`config.mk`:
```
export PLATFORM = sky130hd
export DESIGN_NAME = seq_mult
export DESIGN_NICKNAME = d
export VERILOG_FILES = /design/src/rtl/mult_pkg.sv /design/src/rtl/mult_abs.sv /design/src/rtl/seq_mult.sv
export SDC_FILE = /design/constraint.sdc
export NUM_CORES = 1
export LEC_CHECK = 0
export ABC_CLOCK_PERIOD_IN_PS = 5200
export CAP_MARGIN = 20
export CORE_AREA = 2 2 142 144
export CTS_CLUSTER_DIAMETER = 100
export DETAILED_ROUTE_END_ITERATION = 7
export DIE_AREA = 0 0 144 146
export HOLD_SLACK_MARGIN = 0.12
export PLACE_DENSITY_LB_ADDON = 0.1
export SYNTH_ARGS = -nofsm -noshare
export SYNTH_HDL_FRONTEND = slang
export SYNTH_SLANG_ARGS = --single-unit
```
`constraint.sdc`:
```
create_clock -name CLK -period 5.2 [get_ports CLK]
set_input_delay 0.78 -clock CLK [delete_from_list [all_inputs] [get_ports CLK]]
set_output_delay 0.78 -clock CLK [all_outputs]
set_load 0.1 [all_outputs]
```
`src/rtl/mult_pkg.sv`:
```
// Shared definitions for the iterative multiplier and divider family.
package mult_pkg;

  typedef enum logic [1:0] {IDLE, CALC, DONE} mult_state_t;

  localparam int unsigned DEFAULT_WIDTH = 32;
  // Widest value twos_neg handles; callers zero-extend and keep the low bits they need.
  localparam int unsigned NEG_MAX_W = 256;

  function automatic logic [NEG_MAX_W-1:0] twos_neg(input logic [NEG_MAX_W-1:0] value);
    return ~value + {{(NEG_MAX_W-1){1'b0}}, 1'b1};
  endfunction

endpackage

```
`src/rtl/mult_abs.sv`:
```
// Operand conditioner: magnitude and sign of a value, honouring signed/unsigned mode.
module mult_abs
  import mult_pkg::*;
#(
  parameter int unsigned WIDTH = DEFAULT_WIDTH
) (
  input  logic [WIDTH-1:0] value_i,
  input  logic             is_signed_i,
  output logic [WIDTH-1:0] mag_o,
  output logic             sign_o
);

  logic [NEG_MAX_W-1:0] neg_full;
  logic                 unused_neg_hi;

  always_comb begin
    neg_full = twos_neg({{(NEG_MAX_W-WIDTH){1'b0}}, value_i});
    sign_o   = is_signed_i & value_i[WIDTH-1];
    // Most-negative value negates to itself, which is the correct unsigned magnitude.
    mag_o    = sign_o ? neg_full[WIDTH-1:0] : value_i;
  end

  assign unused_neg_hi = ^neg_full[NEG_MAX_W-1:WIDTH];

endmodule

```
`src/rtl/seq_mult.sv`:
```
// Iterative shift-add multiplier with valid/ready handshakes and signed/unsigned mode.
module seq_mult
  import mult_pkg::*;
#(
  parameter int unsigned WIDTH = DEFAULT_WIDTH,
  parameter int unsigned CNT_W = $clog2(WIDTH+1)
) (
  input  logic               CLK,
  input  logic               rst,
  input  logic               in_valid,
  output logic               in_ready,
  input  logic               is_signed,
  input  logic [WIDTH-1:0]   A,
  input  logic [WIDTH-1:0]   B,
  output logic               out_valid,
  input  logic               out_ready,
  output logic [2*WIDTH-1:0] C,
  output logic               busy
);

  mult_state_t          state_q, state_d;
  logic [2*WIDTH:0]     acc_q, acc_d;
  logic [WIDTH-1:0]     mcand_q, mcand_d;
  logic                 neg_q, neg_d;
  logic [CNT_W-1:0]     cnt_q, cnt_d;
  logic [2*WIDTH-1:0]   c_q, c_d;

  logic [WIDTH-1:0]     a_mag, b_mag;
  logic                 a_sign, b_sign;
  logic [WIDTH:0]       upper_sum;
  logic [2*WIDTH:0]     acc_step;
  logic [2*WIDTH-1:0]   prod, prod_neg;
  logic [NEG_MAX_W-1:0] prod_neg_full;
  logic                 unused_prod_hi;

  mult_abs #(.WIDTH(WIDTH)) u_abs_a (
    .value_i    (A),
    .is_signed_i(is_signed),
    .mag_o      (a_mag),
    .sign_o     (a_sign)
  );

  mult_abs #(.WIDTH(WIDTH)) u_abs_b (
    .value_i    (B),
    .is_signed_i(is_signed),
    .mag_o      (b_mag),
    .sign_o     (b_sign)
  );

  // Accumulator layout: {carry, partial product high half, remaining multiplier bits}.
  always_comb begin
    upper_sum     = acc_q[2*WIDTH:WIDTH] + (acc_q[0] ? {1'b0, mcand_q} : '0);
    acc_step      = {upper_sum, acc_q[WIDTH-1:0]} >> 1;
    prod          = acc_step[2*WIDTH-1:0];
    prod_neg_full = twos_neg({{(NEG_MAX_W-2*WIDTH){1'b0}}, prod});
    prod_neg      = prod_neg_full[2*WIDTH-1:0];
  end

  assign unused_prod_hi = ^prod_neg_full[NEG_MAX_W-1:2*WIDTH];

  always_comb begin
    state_d = state_q;
    acc_d   = acc_q;
    mcand_d = mcand_q;
    neg_d   = neg_q;
    cnt_d   = cnt_q;
    c_d     = c_q;
    case (state_q)
      IDLE: begin
        if (in_valid) begin
          mcand_d = a_mag;
          acc_d   = {{(WIDTH+1){1'b0}}, b_mag};
          neg_d   = a_sign ^ b_sign;
          cnt_d   = '0;
          state_d = CALC;
        end
      end
      CALC: begin
        acc_d = acc_step;
        cnt_d = cnt_q + CNT_W'(1);
        if (cnt_q == CNT_W'(WIDTH-1)) begin
          c_d     = neg_q ? prod_neg : prod;
          state_d = DONE;
        end
      end
      DONE: begin
        if (out_ready) state_d = IDLE;
      end
      default: state_d = IDLE;
    endcase
  end

  always_ff @(posedge CLK) begin
    if (rst) begin
      state_q <= IDLE;
      acc_q   <= '0;
      mcand_q <= '0;
      neg_q   <= 1'b0;
      cnt_q   <= '0;
      c_q     <= '0;
    end else begin
      state_q <= state_d;
      acc_q   <= acc_d;
      mcand_q <= mcand_d;
      neg_q   <= neg_d;
      cnt_q   <= cnt_d;
      c_q     <= c_d;
    end
  end

  assign in_ready  = (state_q == IDLE);
  assign out_valid = (state_q == DONE);
  assign busy      = (state_q != IDLE);
  assign C         = c_q;

`ifndef SYNTHESIS
  a_valid_in_done: assert property (@(posedge CLK) disable iff (rst)
    out_valid |-> state_q == DONE);
  a_c_stable: assert property (@(posedge CLK) disable iff (rst)
    (out_valid && !out_ready) |=> $stable(C));
`endif

endmodule
```
**After elaboration in Yosys (flattened, before gate mapping)**

Index checks and enable logic that the tools add are counted.
Widths: inputs -> output; s select.

- Output and inout bits: 67
- Input bits: 69
- Logic and storage cells: 42
- Bits in registers: 170

- Bitwise operators: 6
- Equal/unequal tests: 6
- Mux-type cells: 12
- Reductions and logical operators: 7
- Add/sub/neg operators: 5

Operator list:

| operator | number |
|---|---|
| $pmux 65 s2 | 1 |
| $mux 32 | 3 |
| $mux 65 | 1 |
| $add 32x1->32 const B | 2 |
| $add 64x1->64 const B | 1 |
| $mux 64 | 1 |
| $not 32->32 | 2 |
| $not 64->64 | 1 |
| $add 33x32->33 | 1 |
| $pmux 6 s2 | 1 |
| $add 6x1->6 const B | 1 |
| $eq 6x5->1 const B | 1 |
| $mux 2 | 3 |
| $mux 6 | 1 |
| $pmux 2 s3 | 1 |
| $reduce_and 2->1 | 3 |
| $ne 2x2->1 const B | 2 |
| $reduce_bool 2->1 | 2 |
| $reduce_and 3->1 | 1 |
| $and 1x1->1 | 2 |
| $eq 2x1->1 const B | 1 |
| $eq 2x2->1 const B | 1 |
| $logic_not 2->1 | 1 |
| $ne 2x1->1 const B | 1 |
| $xor 1x1->1 | 1 |

**Longest topological paths before layout**

- Word-level depth: 5
- Mapped depth: 14
- Gate-level depth less buffers: 13

**Cells and area by module**

A second synthesis with hierarchy kept.

- Cells, all modules: 1449
- Area total of the unflattened synthesis: 10944.2 um2

Modules (own cells, without submodules):

| module | area an instance (um2) | cells an instance | instances | seq. area each (um2) |
|---|---|---|---|---|
| seq_mult | 9530.4 | 1237 | 1 | 3383.2 |
| mult_abs | 706.9 | 106 | 2 | 0.0 |

**Least setup slack after synthesis**

No wires, ideal clock.

- Path kind: reg-to-reg
- From: register acc_q[0]
- To: register c_q[55] (netlist: C[55])
- Library setup time: 86 ps
- Period minus slack after synthesis: 3765 ps
- Arrival time: 3679 ps
- Stages on the path, launching flop included: 15
- Data required time: 5114 ps
- Path buffers: 1
- Setup slack: 1435 ps
- Cell sequence: dfxtp_1 > clkbuf_1 > and2_1 > ha_1 > fa_1 > a21o_1 > and4_1 > or4_1 > o211ai_1 > o2111ai_1 > nor3_1 > nand2_1 > o41ai_1 > xor2_1 > a211oi_1

- Longest elaborated chain between the ends: 5

Ends and longest elaborated chain:

| item | RTL line | RTL |
|---|---|---|
| start: declaration | seq_mult.sv:22 | `logic [2*WIDTH:0] acc_q, acc_d;` |
| start signal: assignment | seq_mult.sv:96 | `acc_q <= '0;` |
| start signal: assignment | seq_mult.sv:103 | `acc_q <= acc_d;` |
| $mux 32 * | seq_mult.sv:52 | `upper_sum = acc_q[2*WIDTH:WIDTH] + (acc_q[0] ? {1'b0, mcand_q} : '0);` |
| $add 33x32->33 * | seq_mult.sv:52 |  |
| $not 64->64 | mult_pkg.sv:11 | `return ~value + {{(NEG_MAX_W-1){1'b0}}, 1'b1};` |
| $add 64x1->64 | mult_pkg.sv:11 |  |
| $mux 64 * | seq_mult.sv:82 | `c_d = neg_q ? prod_neg : prod;` |
| end signal: assignment | seq_mult.sv:100 | `c_q <= '0;` |
| end signal: assignment | seq_mult.sv:107 | `c_q <= c_d;` |
| end: declaration | seq_mult.sv:26 | `logic [2*WIDTH-1:0] c_q, c_d;` |

Mark *: on every way between the ends. The rest lies on a longest branch, timed or not.
A chain may end at the register's enable or synchronous reset.

**Worst setup path after layout**

Same ends and word-level chain as after synthesis.

==> summary.md <==
| Metric | Value |
|---|---|
| Status | `finished clean` |
| Synthesized net count | `1552` |
| Global routing usage on met2 | `0.380` |
| Num rows | `51` |
| Critical R2R Capture | `C[55]` |
| Final hold viol count | `0` |
| Met1 Use GR | `0.476` |
| Minimum clock period | `4.42 ns` |
| Fillers | `1716` |
| Reg area | `3380 sq um` |
| # hold bufs at CTS | `0` |
| Die Height | `146 um` |
| Worst Skew | `0.00955 ns` |
| Maximum fanout along the worst path | `11` |
| Core area | `19300 sq um` |
| Final Max Slew Viols | `0` |
| Register bit total from synthesis | `169` |
| Crit start category | `register` |
| Vias in the first global route | `9420` |
| Setup WS pre-CTS | `0.875 ns` |
| Crit path max-delay family | `compound AO/OA/AOI/OAI gates` |
| Final nets | `1632` |
| Setup Buffers After CTS | `0` |
| Setup tns final | `0 ns` |
| CTS tree | `done` |
| Sequential element share of the synthesized area | `0.308` |
| Final ANT Viol Nets | `0` |
| Clk slew on worst S/H paths | `0.07 ns` |
| Vias per cell | `5.93` |
| Pwr Density | `247 nW/um^2` |
| Post-synth EDFFs | `0` |
| Final worst slack | `0.783 ns` |
| CTS Buffer Depth | `2` |
| Crit path largest cell delay | `0.59 ns` |
| Ant. Diodes | `0` |
| Syn Inst Count | `1446` |
| Pin count of the biggest net entering global routing | `100` |
| Initial antenna violation count | `0` |
| First DRT Iteration DRCs | `960` |
| GP Congestion | `0.949` |
| RSZ-0062 raised after global routing | `no` |
| Max Freq | `226 MHz` |
| CTS Sinks | `169` |
| Slowest CP cell | `a2111oi_2` |
| Leak | `0.00477 uW` |
| GR met3 Demand/Resource | `0.0415` |
| Clk_lat worst skew | `0.43 ns` |
| Die W | `144 um` |
| Max_cap viols | `0` |
| Root Buffer | `clkbuf_16` |
| Mapped Area | `11000 sq um` |
| HP Class | `reg2reg` |
| Arrival @ worst endpoint | `4.76 ns` |
| Share of post-route cells with drive strength above 1 | `0.0481` |
| Post-DR wirelength/cell | `16.7 um` |
| Die area | `21000 sq um` |
| IO Pins | `136` |
| Htree depth | `4` |
| Ys flop type | `dfxtp_1` |
| CP required | `5.54 ns` |
| Initial Utilization | `0.569` |
| Post_cts resized | `0` |
| Footprint of the multi-input gates | `7200 sq um` |
| Vias | `10700` |
| Final HPWL DP | `22700 um` |
| Worst r2r src | `acc_q[0]` |
| Area delta synth->final | `19.3%` |
| WL final | `30100 um` |
| CTS Buf Count | `17` |
| Busiest layer in global routing | `met1` |
| Buf/Inv on CP | `0` |
| Cells on worst reg2reg path | `12` |
| Hold path startpoint | `C[14]` |
| Syn Area/Cell | `7.61 sq um` |
| Global route overflow | `0` |
| Worst rel slew slack | `0.334` |
| Worst R2R Setup Slack | `0.78 ns` |
| Yosys cell types | `72` |
| Drt first pass iters | `5` |
| GRT Overall Usage | `0.287` |
| Ys async rst share | `0` |
| Port Buffer Count | `135` |
| Post-route DRC | `0` |
| Maximum VDD drop | `0.187 mV` |
| Hold endpoint | `C[14]` |
| Tcrit/Tclk final | `0.849` |
| Synth warnings | `0` |
| First-pass GRT wire length | `48900 um` |
| Crit Path Class | `reg2reg` |
| Crit-path cells | `and2_1, ha_1, nand2_1, or4_1, and3_1, a21boi_1, xor2_1, a2111oi_2, nand2_1, o41ai_1, xor2_1, a211oi_1` |
| Hold depth | `2` |
| Final setup violation count | `0` |
| Kind of end point of the critical path | `register` |
| Slew @ Worst Pin | `0.996 ns` |
-- tightest hold or removal path, cell delays in order, from the launching register on --
cell and delay, ns:
dfxtp_1 0.31, nand2_1 0.05, a21oi_1 0.05
-- placed cells by master, fill, tap and decap left out, drive strengths merged, types with 46 or more instances in the layout --
cell type / n
nor2: 182
nand3: 46
clkdlybuf4s50: 134
dfxtp: 169
and2: 49
a21oi: 119
nand2: 136
xnor2: 47
o21ai: 73
xor2: 74
a211oi: 89
-- kinds of logic (layout without fill, tap and decap cells) --
group | Yosys count | count (layout) | synth area share
simple gates | 555 | 555 | 0.241
compound gates | 444 | 444 | 0.268
flops | 169 | 169 | 0.308
xor+xnor | 121 | 121 | 0.0963
buf+inv | 115 | 208 | 0.0395
fa+ha+maj | 37 | 37 | 0.0428
mux | 5 | 5 | 0.00466
-- report_power, final --
group	leakage [uW]	internal, uW	switching, uW
Combinational	0.00309	198	305
Clock	0.000303	772	567
Sequential	0.00137	1340	55.7
Total	0.00477	2310	927
-- registers in the layout, summed over array words and instances, names as in the netlist --
| register | cells |
|---|---|
| cnt_q | 6 |
| C | 64 |
| state_q | 2 |
| neg_q | 1 |
| acc_q | 64 |
| mcand_q | 32 |
-- through the flow --
step                power, uW  utilization  hold WS [ns]  cell area (sq um)  std cells
CTS                      3250        0.678         0.454              13100       1803
finish                   3240        0.679         0.452              13100       1804
global route             3360        0.679         0.480              13100       1804
detailed placement       1920        0.646         0.445              12500       1771
global placement         1910        0.646         0.440              12500       1771
floorplan                1740            -         0.427              11000       1446
-- routing by layer --
layer,up-vias,part of all wire
met3,29,0.081
met4,0,0.012
met2,400,0.39
met1,4838,0.52
met5,-,0
li1,5426,-
-- Yosys cell counts, types with 10 or more instances --
master | n | area share
inv_1 | 25 | 0.0085
o21ai_0 | 71 | 0.032
a21oi_1 | 119 | 0.054
nand2b_1 | 11 | 0.0063
o31ai_1 | 27 | 0.018
nand3_1 | 46 | 0.021
xor2_1 | 74 | 0.059
a31oi_1 | 17 | 0.0097
nor4_1 | 12 | 0.0068
nor3_1 | 30 | 0.014
dfxtp_1 | 169 | 0.31
or4_1 | 12 | 0.0082
nor2_1 | 182 | 0.062
and2_1 | 48 | 0.027
clkbuf_1 | 84 | 0.029
nand4_1 | 10 | 0.0057
nand2_1 | 136 | 0.046
a211oi_1 | 88 | 0.060
ha_1 | 36 | 0.041
a22oi_1 | 30 | 0.020
xnor2_1 | 47 | 0.037
o41ai_1 | 14 | 0.011
or3_1 | 22 | 0.013
a21o_1 | 14 | 0.0096
-- how the worst max path moves through the flow --
stage,depth (start not counted),slack [ns],to,startpoint
6_report,12,0.78,C[55],acc_q[0]
5_1_grt,12,0.44,C[55],acc_q[0]
4_1_cts,12,0.84,C[55],acc_q[0]
3_5_place_dp,12,0.88,C[55],acc_q[0]
3_3_place_gp,12,1.06,C[55],acc_q[0]
2_1_floorplan,14,1.43,C[55],acc_q[0]
-- final cells by class --
class	count	share of cell area
tap	265	0.0253
timing repair buffer	151	0.114
sequential	169	0.258
inverter	25	0.00715
multi-input combinational	1162	0.549
clock inverter	14	0.0143
clock buffer	18	0.0327
Note: power is estimated with default switching activity, not from simulation.
==> RTL edit, RTL diff (same settings) <==
Encoding of `mult_state_t`: now one-hot (3 bits for 3 states).
--- a/src/rtl/mult_pkg.sv
+++ b/src/rtl/mult_pkg.sv
@@ -1,7 +1,7 @@
 // Shared definitions for the iterative multiplier and divider family.
 package mult_pkg;
 
-  typedef enum logic [1:0] {IDLE, CALC, DONE} mult_state_t;
+  typedef enum logic [2:0] {IDLE = 3'b001, CALC = 3'b010, DONE = 3'b100} mult_state_t;
 
   localparam int unsigned DEFAULT_WIDTH = 32;
   // Widest value twos_neg handles; callers zero-extend and keep the low bits they need.
Formal check against the unedited RTL: no difference found for any inputs over 4 cycles, from zero or initial values and one cycle with rst high; so few cycles prove little.
==> RTL edit against the original RTL <==
Largest power group unchanged. First-iteration DRC count rose by 17%. Synthesized area increased by 0.22%. Maximum frequency decreased by 3.2%. Sequential cell count is 1 higher. Final area is 0.49% lower. Routed wire length is 10% higher. Setup slack worse by 0.15 ns. Power fell by 0.83%.
==> RTL edit: results (changes against the original RTL) <==
[outcome]
status=completed  ; unchanged

[clocking]
cts_made_buffers=17  ; unchanged
htreeDepth=4  ; unchanged
clkLatencyLatePin_ns=0.44
cts_resized=0  ; unchanged
cts_root_buf=clkbuf_16  ; unchanged

[global_routing]
grt_use_met3=0.0586  ; was 0.0415
grt_use_total=0.315  ; was 0.287
grt.met2_usage=0.454  ; was 0.380
grt_pass1_wl_mm=52.8  ; was 48.9 mm
grt_pass1_vias=9759  ; was 9,420
grt_antenna_before_repair=1  ; was 0
grtUsageMet1=0.483  ; was 0.476
grt_max_degree=117  ; was 100

[layout]
num_antenna_cells=0  ; unchanged
n_fill_cell=1701  ; was 1,716
layout-drive-gt1-share=0.0544  ; was 0.0481
fin_nets=1600  ; was 1,632

[yosys]
syn_nets=1525  ; was 1,552
ys_async_sr_fraction=0  ; unchanged
synthMuxAreaShare=0.00636  ; was 0.00466
ys.flop_type=dfxtp_1  ; unchanged
synthTopCellsByArea=dfxtp_1 (31%), xor2_1 (7.1%), nor2_1 (6.6%), a21oi_1 (5.2%), a211oi_1 (5.2%)  ; was dfxtp_1 (31%), nor2_1 (6.2%), a211oi_1 (6.0%), xor2_1 (5.9%), a21oi_1 (5.4%)
synth_common_cells=nor2_1 (194), dfxtp_1 (170), nand2_1 (129), a21oi_1 (114), xor2_1 (89)  ; was nor2_1 (182), dfxtp_1 (169), nand2_1 (136), a21oi_1 (119), a211oi_1 (88)
synth-xor-area-share=0.101  ; was 0.0963
yosys_warnings=0  ; unchanged
synth-seq-area-share=0.309  ; was 0.308
synth_fa_ha_area_frac=0.0427  ; was 0.0428
synth_cell_type_count=75  ; was 72
syn_area_per_cell_um2=7.77  ; was 7.61 µm²
synth_compound_area_frac=0.259  ; was 0.268

[worst_setup_path]
crit_path_max_fanout=28  ; was 11
slowest_delay_ns=0.80  ; was 0.59 ns
slowest_stage=o41ai_2  ; was a2111oi_2
cp.arrival_ns=4.91  ; was 4.76 ns
path_delay_family=compound AO/OA/AOI/OAI gates  ; unchanged

[drt]
firstDrtPassIters=8  ; was 5
drc_errors=0  ; unchanged
drt-wirelength-per-cell_um=18.7  ; was 16.7 µm
drt_iter0_drc=1125  ; was 960
drt-total-wl_mm=33.2  ; was 30.1 mm
vias=11033  ; was 10,693

[placed_design]
dp_cells=1739  ; was 1,771
hpwl_mm=24.5  ; was 22.7 mm
port_buffers=135  ; unchanged
place.gp.congestion=0.983  ; was 0.949

[pwr]
peakVddDrop_mv=0.229  ; was 0.187 mV
intPower_uw=2200  ; was 2310 µW
leakagePower_uw=0.00462  ; was 0.00477 µW

[min_path]
hold_path_depth=2  ; unchanged
hold_path_class=register to register  ; unchanged
holdCritStartpoint=mcand_q[17]$_SDFFE_PP0P_  ; was C[14]$_SDFFE_PP0P_

[timing]
tightest_slew_ns=1.17  ; was 0.996 ns
fin_skew_ns=0.0118  ; was 0.00955 ns

## RTL edit: kinds of logic after synthesis
| logic type | after synthesis |
|---|---|
| compound gates | 415 |
| simple gates | 552 |
| flops | 170 |
| fa+ha+maj | 37 |
| mux | 7 |
| buf+inv | 111 |
| xor+xnor | 127 |
## RTL edit: worst paths after layout
kind | endpoint | slack [ns]
setup / recovery | C[59]$_SDFFE_PP0P_ | 0.64
hold / removal | mcand_q[17]$_SDFFE_PP0P_ | 0.45
setup reg to reg | C[59]$_SDFFE_PP0P_ | 0.64
hold reg to reg | mcand_q[17]$_SDFFE_PP0P_ | 0.45
## RTL edit: power groups by stage
stage	clock network [µW]	registers [µW]	logic (µW)
global route	1370	1410	559
CTS	1310	1400	504
detailed placement	0	1430	500
global placement	0	1430	494
floorplan	0	1400	352
finish	1290	1410	511
## RTL edit: area by class of cell
| cell class | instances | area share |
|---|---|---|
| multi-input combinational | 1138 | 0.550 |
| sequential | 170 | 0.261 |
| timing repair buffer | 148 | 0.112 |
| clock buffer | 17 | 0.0326 |
| tap | 265 | 0.0254 |
| clock inverter | 15 | 0.0133 |
| inverter | 19 | 0.00546 |
## RTL edit: per-stage QoR
stage | area (µm²) | hold WS [ns] | setup slack (ns)
2_1_floorplan | 11000 | 0.427 | 0.406
3_3_place_gp | 12400 | 0.438 | 0.799
3_5_place_dp | 12400 | 0.443 | 0.744
4_1_cts | 13000 | 0.454 | 0.676
5_1_grt | 13100 | 0.480 | 0.159
6_report | 13100 | 0.451 | 0.635
## RTL edit: metal layers
layer / wire (µm) / vias to the layer above
met5: 0 / -
met4: 559 / 0
met3: 3200 / 50
met2: 14000 / 533
met1: 15500 / 5084
li1: - / 5366
